`src/rtl/rib_rr_arbiter_if.sv`:
```
// Request/grant bundle between the rib masters and the round-robin arbiter.
// The master modport drives requests and locks; the slave modport is the arbiter side.
interface rib_rr_arbiter_if;
   logic [3:0] req_i;
   logic [3:0] lock_i;
   logic [3:0] grant_o;
   logic [1:0] grant_id_o;
   logic       grant_vld_o;
   logic       hold_flag_o;

   modport master (
      output req_i,
      output lock_i,
      input  grant_o,
      input  grant_id_o,
      input  grant_vld_o,
      input  hold_flag_o
   );

   modport slave (
      input  req_i,
      input  lock_i,
      output grant_o,
      output grant_id_o,
      output grant_vld_o,
      output hold_flag_o
   );
endinterface

```
`src/rtl/rib_rr_arbiter.sv`:
```
// Four-master round-robin rib arbiter with bounded lock ownership.
// Define RIB_ARB_JTAG_PRIO_EN to give master 2 (JTAG) absolute, unbounded pre-emptive priority.
module rib_rr_arbiter #(
   parameter int MAX_HOLD = 16,
   parameter int CNT_W    = 8
) (
   input  logic           clk,
   input  logic           rst,
   rib_rr_arbiter_if.slave bus
);

   typedef enum logic {IDLE, OWN} state_t;

   localparam logic [CNT_W-1:0] HOLD_LIM = CNT_W'(MAX_HOLD - 1);

   state_t           state_reg, state_next;
   logic [3:0]       grant_reg, grant_next;
   logic [1:0]       id_reg, id_next;
   logic             vld_reg, vld_next;
   logic             hold_reg, hold_next;
   logic [1:0]       last_reg, last_next;
   logic [CNT_W-1:0] cnt_reg, cnt_next;

   logic [3:0] eligible;
   logic       others_req;
   logic       keep;
   logic       win_vld;
   logic [1:0] win_id;

   assign others_req = |(bus.req_i & ~grant_reg);

   // The current owner only competes when nobody else is asking.
   for (genvar gi = 0; gi < 4; gi++) begin : g_elig
      assign eligible[gi] = bus.req_i[gi] &&
                            !(state_reg == OWN && id_reg == 2'(gi) && others_req);
   end

   assign keep = (state_reg == OWN) && bus.req_i[id_reg] && bus.lock_i[id_reg] &&
                 (cnt_reg < HOLD_LIM);

   // Scan from last+4 down to last+1 so the closest requester after last ends up chosen.
   always_comb begin
      logic [1:0] idx;
      win_vld = 1'b0;
      win_id  = 2'd0;
      idx     = 2'd0;
      for (int i = 3; i >= 0; i--) begin
         idx = last_reg + 2'(i) + 2'd1;
         if (eligible[idx]) begin
            win_vld = 1'b1;
            win_id  = idx;
         end
      end
   end

   always_comb begin
      state_next = state_reg;
      grant_next = grant_reg;
      id_next    = id_reg;
      cnt_next   = cnt_reg;
      last_next  = last_reg;

`ifdef RIB_ARB_JTAG_PRIO_EN
      if (bus.req_i[2]) begin
         // JTAG grants leave last untouched so rotation among 0/1/3 is undisturbed.
         state_next = OWN;
         grant_next = 4'b0100;
         id_next    = 2'd2;
         cnt_next   = '0;
      end else
`endif
      begin
         case (state_reg)
            IDLE: begin
               if (win_vld) begin
                  state_next = OWN;
                  grant_next = 4'b0001 << win_id;
                  id_next    = win_id;
                  cnt_next   = '0;
                  last_next  = win_id;
               end
            end
            OWN: begin
               if (keep) begin
                  cnt_next = cnt_reg + CNT_W'(1);
               end else if (win_vld) begin
                  grant_next = 4'b0001 << win_id;
                  id_next    = win_id;
                  cnt_next   = '0;
                  last_next  = win_id;
               end else begin
                  state_next = IDLE;
                  grant_next = 4'b0000;
                  id_next    = 2'd0;
                  cnt_next   = '0;
               end
            end
            default: begin
               state_next = IDLE;
               grant_next = 4'b0000;
               id_next    = 2'd0;
               cnt_next   = '0;
            end
         endcase
      end

      vld_next  = |grant_next;
      hold_next = grant_next[2] | grant_next[3];
   end

   always_ff @(posedge clk) begin
      if (!rst) begin
         state_reg <= IDLE;
         grant_reg <= 4'b0000;
         id_reg    <= 2'd0;
         vld_reg   <= 1'b0;
         hold_reg  <= 1'b0;
         last_reg  <= 2'd3;
         cnt_reg   <= '0;
      end else begin
         state_reg <= state_next;
         grant_reg <= grant_next;
         id_reg    <= id_next;
         vld_reg   <= vld_next;
         hold_reg  <= hold_next;
         last_reg  <= last_next;
         cnt_reg   <= cnt_next;
      end
   end

   assign bus.grant_o     = grant_reg;
   assign bus.grant_id_o  = id_reg;
   assign bus.grant_vld_o = vld_reg;
   assign bus.hold_flag_o = hold_reg;

endmodule

```
`src/flat_wrapper.sv`:
```
// flat-port wrapper written by rule: the top's interface ports become plain ports
module rib_rr_arbiter_flat 
#(
   parameter int MAX_HOLD = 16,
   parameter int CNT_W    = 8
)
  (clk, rst, bus_req_i, bus_lock_i, bus_grant_o, bus_grant_id_o, bus_grant_vld_o, bus_hold_flag_o);
  rib_rr_arbiter_if bus_i ();
  input  logic clk;
  input  logic rst;
  input wire logic [$bits(bus_i.req_i)-1:0] bus_req_i;
  input wire logic [$bits(bus_i.lock_i)-1:0] bus_lock_i;
  output wire logic [$bits(bus_i.grant_o)-1:0] bus_grant_o;
  output wire logic [$bits(bus_i.grant_id_o)-1:0] bus_grant_id_o;
  output wire logic [$bits(bus_i.grant_vld_o)-1:0] bus_grant_vld_o;
  output wire logic [$bits(bus_i.hold_flag_o)-1:0] bus_hold_flag_o;
  assign bus_i.req_i = bus_req_i;
  assign bus_i.lock_i = bus_lock_i;
  assign bus_grant_o = bus_i.grant_o;
  assign bus_grant_id_o = bus_i.grant_id_o;
  assign bus_grant_vld_o = bus_i.grant_vld_o;
  assign bus_hold_flag_o = bus_i.hold_flag_o;
  rib_rr_arbiter #(.MAX_HOLD(MAX_HOLD), .CNT_W(CNT_W)) u_core (.clk(clk), .rst(rst), .bus(bus_i));
endmodule
```
`config.mk`:
```
export PLATFORM = sky130hd
export DESIGN_NAME = rib_rr_arbiter_flat
export DESIGN_NICKNAME = d
export VERILOG_FILES = /design/src/rtl/rib_rr_arbiter_if.sv /design/src/rtl/rib_rr_arbiter.sv /design/src/flat_wrapper.sv
export SDC_FILE = /design/constraint.sdc
export NUM_CORES = 1
export LEC_CHECK = 0
export ABC_AREA = 1
export ABC_CLOCK_PERIOD_IN_PS = 1900
export BUFFER_PORTS_ARGS = -buffer_cell sky130_fd_sc_hd__buf_2
export CORE_ASPECT_RATIO = 1.25
export CORE_MARGIN = 2
export CORE_UTILIZATION = 45
export DETAILED_ROUTE_END_ITERATION = 6
export GPL_TIMING_DRIVEN = 0
export PLACE_DENSITY = 0.67
export SYNTH_ARGS = -nofsm -noshare
export SYNTH_HDL_FRONTEND = slang
export SYNTH_SLANG_ARGS = --single-unit
```
`constraint.sdc`:
```
create_clock -name clk -period 1.9 [get_ports clk]
set_clock_uncertainty 0.2 [all_clocks]
set_input_delay 0.38 -clock clk [delete_from_list [all_inputs] [get_ports clk]]
set_output_delay 0.38 -clock clk [all_outputs]
set_load 0.03 [all_outputs]
```
# After elaboration in Yosys (flattened, before gate mapping)
# Cells that the tools add are included.
# Widths: inputs -> output; s select.
word_totals:
  regBits: 19
classes:
  n_bitwise: 4
  shifts: 1
  eq_ne: 5
  muxes: 37
  addsub: 7
  n_lt_le_gt_ge: 6
  reduce_logical: 23
ops:
  columns: ["operator", "count"]
  rows:
  - ["$mux 2", 9]
  - ["$mux 8", 2]
  - ["$pmux 8 s2", 1]
  - ["$logic_and 1x1->1", 15]
  - ["$lt 2x3->1 const B", 5]
  - ["$bmux 1 s2", 6]
  - ["$mux 1", 12]
  - ["$mux 4", 3]
  - ["$add 2x1->2 const B", 4]
  - ["$add 8x1->8 const B", 1]
  - ["$lt 8x4->1 const B", 1]
  - ["$pmux 2 s2", 2]
  - ["$pmux 4 s2", 1]
  - ["$reduce_or 4->1", 2]
  - ["$add 2x2->2 const B", 2]
  - ["$and 4x4->4", 1]
  - ["$eq 2x2->1 const B", 2]
  - ["$logic_not 1->1", 4]
  - ["$not 4->4", 1]
  - ["$shl 1x2->4 const A", 1]
  - ["$eq 2x1->1 const B", 1]
  - ["$logic_not 2->1", 1]
  - ["$ne 2x1->1 const B", 1]
  - ["$ne 2x2->1 const B", 1]
  - ["4 further kinds", 4]

# Longest topological paths before layout
depth:
  depth_word: 17
  depth_mapped: 19
  ltp_nobuf: 19

# Worst setup path after synthesis
# OpenSTA, ideal clock, no wires.
synth_timing:
  kind: "reg-to-reg"
  startpoint: "register u_core.id_reg[0], in the netlist u_core.bus.grant_id_o[0]"
  endpoint: "register u_core.vld_reg, in the netlist u_core.bus.grant_vld_o"
  required_ns: 1.586
  slack_ns: -0.276
  t_arrival_ns: 1.862
  stages_incl_launch_ff: 19
  path_buffers: 1
  setup_ns: 0.114
  cell_sequence: "dfxtp_1 -> buf_4 -> inv_2 -> nor3_1 -> o21ai_1 -> nand3_1 -> nand2_1 -> nand2_1 -> nand2_1 -> nand3_2 -> nand2_1 -> nand2_1 -> nand2_2 -> nand2_1 -> nand2_1 -> nor2_1 -> nand2_1 -> nand2_1 -> nand2_1"
synth_via:
  elab_chain_len: 16
synth_rtl:
  columns: ["element", "line", "rtl"]
  rows:
  - ["from (decl)", "rib_rr_arbiter.sv:18", "logic [1:0] id_reg, id_next;"]
  - ["from (signal assigned)", "rib_rr_arbiter.sv:123", "id_reg <= id_next;"]
  - ["$eq 2x1->1 (tied with other cells)", "rib_rr_arbiter.sv:35", "!(state_reg == OWN && id_reg == 2'(gi) && others_req);"]
  - ["$logic_and 1x1->1 (2 in a row)", "rib_rr_arbiter.sv:35", null]
  - ["$logic_not 1->1", "rib_rr_arbiter.sv:35", null]
  - ["$logic_and 1x1->1", "rib_rr_arbiter.sv:34", "assign eligible[gi] = bus.req_i[gi] &&"]
  - ["$bmux 1 s2", "rib_rr_arbiter.sv:49", "if (eligible[idx]) begin"]
  - ["$mux 1 (implied by the code)", "rib_rr_arbiter.sv:49", null]
  - ["$mux 2 (4 in a row)", "rib_rr_arbiter.sv:49", null]
  - ["$shl 1x2->4", "rib_rr_arbiter.sv:77, rib_rr_arbiter.sv:87", null]
  - ["$mux 4", "rib_rr_arbiter.sv:86", "end else if (win_vld) begin"]
  - ["$mux 4", "rib_rr_arbiter.sv:84", "if (keep) begin"]
  - ["$pmux 4 s2 *", "rib_rr_arbiter.sv:73", "case (state_reg)"]
  - ["$reduce_or 4->1 *", "rib_rr_arbiter.sv:107", "vld_next = |grant_next;"]
  - ["to (signal assigned)", "rib_rr_arbiter.sv:124", "vld_reg <= vld_next;"]
  - ["to (decl)", "rib_rr_arbiter.sv:19", "logic vld_reg, vld_next;"]
# Every way passes the cells marked *; elsewhere a longest branch is shown, timed or not. The select of a mux whose other input is x is not followed.
# A chain may end at the register's enable or synchronous reset.

# Worst setup path in the final report
layout_timing:
  startpoint: "register u_core.id_reg[1], in the netlist u_core.bus.grant_id_o[1]"
  endpoint: "register u_core.hold_reg, in the netlist u_core.bus.hold_flag_o"
layout_via:
  elab_chain_len: 16
layout_rtl:
  columns: ["element", "line", "rtl"]
  rows:
  - ["$eq 2x1->1 (tied with other cells)", "rib_rr_arbiter.sv:35", null]
  - ["$logic_and 1x1->1 (2 in a row)", "rib_rr_arbiter.sv:35", null]
  - ["$logic_not 1->1", "rib_rr_arbiter.sv:35", null]
  - ["$logic_and 1x1->1", "rib_rr_arbiter.sv:34", null]
  - ["$bmux 1 s2", "rib_rr_arbiter.sv:49", null]
  - ["$mux 1 (implied by the code)", "rib_rr_arbiter.sv:49", null]
  - ["$mux 2 (4 in a row)", "rib_rr_arbiter.sv:49", null]
  - ["$shl 1x2->4", "rib_rr_arbiter.sv:77, rib_rr_arbiter.sv:87", null]
  - ["$mux 4", "rib_rr_arbiter.sv:86", null]
  - ["$mux 4", "rib_rr_arbiter.sv:84", null]
  - ["$pmux 4 s2 *", "rib_rr_arbiter.sv:73", null]
  - ["$or 1x1->1 *", "rib_rr_arbiter.sv:108", "hold_next = grant_next[2] | grant_next[3];"]
  - ["to (signal assigned)", "rib_rr_arbiter.sv:125", "hold_reg <= hold_next;"]
  - ["to (decl)", "rib_rr_arbiter.sv:20", "logic hold_reg, hold_next;"]
# Marked as above.

==> impl_metrics.json <==
{
  "synth_seq_cells": 19,
  "syn_inst": 168,
  "drc": 0,
  "period_needed_ns": 2.05,
  "tns_ns": -0.961,
  "max_slew_margin_pct": 62.8,
  "ys.flop_type": "dfxtp_1",
  "synth_top_area_cell": "dfxtp_1",
  "die_w_um": 48.2,
  "ant_nets": 0,
  "avgSynthCellArea_um2": 6.55,
  "hold_path.class": "input port to register",
  "drive_gt1_share_pct": 59.3,
  "p_per_area_mw_per_mm2": 1640,
  "swShare_pct": 50.9,
  "path_clk_slew_ns": 0.11,
  "ctsLongestPathBuffers": 2,
  "cp.buffers_inverters": 2,
  "seq_area_frac_synth_pct": 34.6,
  "largest_register_ffs": 8,
  "place_ws_ns": -0.355,
  "synthTopCellsByArea": "dfxtp_1 35%, nand2_1 18%, inv_1 6.5%",
  "max_stage_delay_ns": 0.38,
  "finalPower_mw": 2.79,
  "maxCapViolations": 0,
  "vias_per_cell": 5.17,
  "crit_arrival_ns": 2.10,
  "die_y_um": 59.3,
  "core-area_mm2": 0.00238,
  "fill_cells": 206,
  "ys_async_sr_fraction_pct": 0,
  "routabilityCongestion": 0.833,
  "grt_max_degree": 12,
  "max_freq_mhz": 487,
  "p_leak_nw": 0.786,
  "yosysTopAreaCellShare_pct": 34.6,
  "synth_commonest_cells": "53 x nand2_1, 19 x dfxtp_1, 19 x inv_1",
  "yosysMostFrequentCell": "nand2_1",
  "path_class": "register to register",
  "ir_drop_mv": 1.34,
  "status": "finished with violations",
  "start_kind": "register",
  "drtIter0Drc": 36,
  "crit_top_cell": "nand2_2",
  "hold_violations": 0,
  "portBuffers": 17,
  "setup-violations-final": 12,
  "synth_edf_count": 0,
  "clk_latency_ns": 0.30,
  "violations": "setup timing",
  "areaGrowthSynthToFinish_pct": 54.7,
  "cp-end-kind": "register",
  "grt_pass1_vias": 1129,
  "antenna-diode-count": 0,
  "cts_buffers": 3,
  "fin_nets": 216,
  "grt_overflow": 0,
  "clock_sinks": 19,
  "crit_chain": "buf_4 -> nor3_2 -> o21ai_2 -> nand3_1 -> nand2_2 -> nand2_2 -> nand2_1 -> nand2_1 -> nand2_2 -> a21oi_2 -> inv_2 -> o22ai_2 -> nand2_2 -> nand2_1",
  "yosys_warnings": 0,
  "design.die.area_mm2": 0.00286,
  "worst_pin_slew_ns": 0.558,
  "cp.required_ns": 1.95,
  "grtUsageTotal_pct": 22.8,
  "rsz0062_at_grt": "true",
  "dp_hpwl_um": 1960,
  "finalMaxSlewViolations": 0,
  "multiInputGateArea_um2": 900,
  "ios": 18,
  "vias": 1226,
  "power_switching_mw": 1.42,
  "syn-num-nets": 179,
  "p_int_mw": 1.37,
  "htreeDepth": 1,
  "clkPwrFrac_pct": 7.3,
  "power_frac_seq_pct": 21.6,
  "slowest_stage": "dfxtp_4",
  "grt_pass1_wl_um": 4750,
  "period_share_pct": 108,
  "antenna_found_initial": 0,
  "synth.distinct_cells": 29,
  "synth_area_mm2": 0.00110,
  "timing.final.ws_setup_ns": -0.153,
  "cts-root-buf": "clkbuf_4",
  "cts_tree": "built",
  "combPwrFrac_pct": 71.0,
  "dr.pass1.iters": 5,
  "start_util_pct": 46.3,
  "routed_wl_um": 3200,
  "hold_buffers": 0,
  "rows": 20,
  "wl_per_cell_um": 13.5,
  "cp_top_family": "simple AND/OR/NAND/NOR gates",
  "register_area_um2": 404,
  "critPathMaxFanout": 5
}
-- layout make-up --
class | count | share of cell area (%)
Timing Repair Buffer | 33 | 12.9
Tap cell | 33 | 2.43
Multi-Input combinational cell | 123 | 52.9
Clock buffer | 3 | 1.32
Buffer | 2 | 0.515
Inverter | 23 | 5.88
Clock inverter | 1 | 0.294
Sequential cell | 19 | 23.8
-- path summary, 6_finish.rpt --
kind,start,endpoint,slack [ns],depth (start not counted)
hold reg to reg,u_core.cnt_reg[5],u_core.cnt_reg[5],0.25,2
setup / recovery,u_core.bus.grant_id_o[1],u_core.bus.hold_flag_o,-0.15,14
hold / removal,rst,u_core.cnt_reg[6],0.19,3
setup reg to reg,u_core.bus.grant_id_o[1],u_core.bus.hold_flag_o,-0.15,14
-- cell families after synthesis --
group                    Yosys count  share of synthesized area [%]
AND/OR/NAND/NOR                   98                           42.8
adder cells (fa/ha/maj)            1                           1.14
XOR/XNOR                           1                          0.797
flip-flops                        19                           34.6
AO/OA/AOI/OAI                     23                           11.4
buffers and inverters             26                           9.33
-- through the flow --
stage / hold slack (ns) / utilization [%] / cell area, µm² / cells
after floorplan: 0.215 / - / 1140 / 168
after global placement: 0.227 / 53.3 / 1270 / 218
after detailed placement: 0.229 / 53.3 / 1270 / 218
after CTS: 0.184 / 59.1 / 1400 / 226
after global routing: 0.190 / 71.6 / 1700 / 237
final: 0.185 / 71.6 / 1700 / 237
-- worst register-to-register path, stage by stage (launching register included) --
cell and delay [ns]:
dfxtp_4 0.38, buf_4 0.15, nor3_2 0.18, o21ai_2 0.10, nand3_1 0.10, nand2_2 0.09, nand2_2 0.08, nand2_1 0.05
nand2_1 0.06, nand2_2 0.08, a21oi_2 0.17, inv_2 0.08, o22ai_2 0.13, nand2_2 0.09, nand2_1 0.07
-- cells in the final DEF (no fill, tap or decap) --
cell	Yosys	final
nand2_1	53	29
nand2_2	4	18
buf_2	1	18
buf_4	1	12
dfxtp_1	19	12
nand2_4	1	10
inv_1	19	9
inv_2	3	9
nand3_2	4	9
nand3_1	14	9
nor2_1	11	8
a21oi_1	12	7
a21oi_2	1	6
dfxtp_4	0	6
buf_6	0	4
inv_4	0	3
nor3_4	0	3
o21ai_4	0	3
o21ai_0	4	3
nor2_2	1	3
clkbuf_4	0	3
nor3_2	1	2
nor2_4	1	2
clkinv_2	0	2
clkbuf_1	1	1
nand2_8	0	1
inv_6	0	1
o21ai_2	0	1
nand3_4	1	1
nor3_1	5	1
a311oi_2	0	1
nand4_1	1	1
xor2_4	0	1
o22ai_2	0	1
nand3b_1	1	1
a31oi_1	1	1
ha_1	1	1
dfxtp_2	0	1
-- power groups by stage --
stage	sequential [mW]	clock, mW	combinational (mW)
after CTS	0.584	0.210	1.42
after detailed placement	0.578	0	1.25
after floorplan	0.681	0	0.896
final	0.603	0.205	1.98
after global routing	0.612	0.229	2.14
after global placement	0.573	0	1.23
-- layer usage --
metal	global-route usage [%]	vias to the layer above	wire (µm)
met5	0	-	0
met2	39.1	26	1730
met3	3.05	2	85
met1	28.9	584	1350
met4	5.79	0	25
li1	-	614	-
-- timing repair --
action	in CTS	in global routing
setup endpoints to repair	11	15
setup buffers	5	11
gates resized for setup	28	55
pin swaps	18	23
Note: power is estimated with default switching activity, not from simulation.
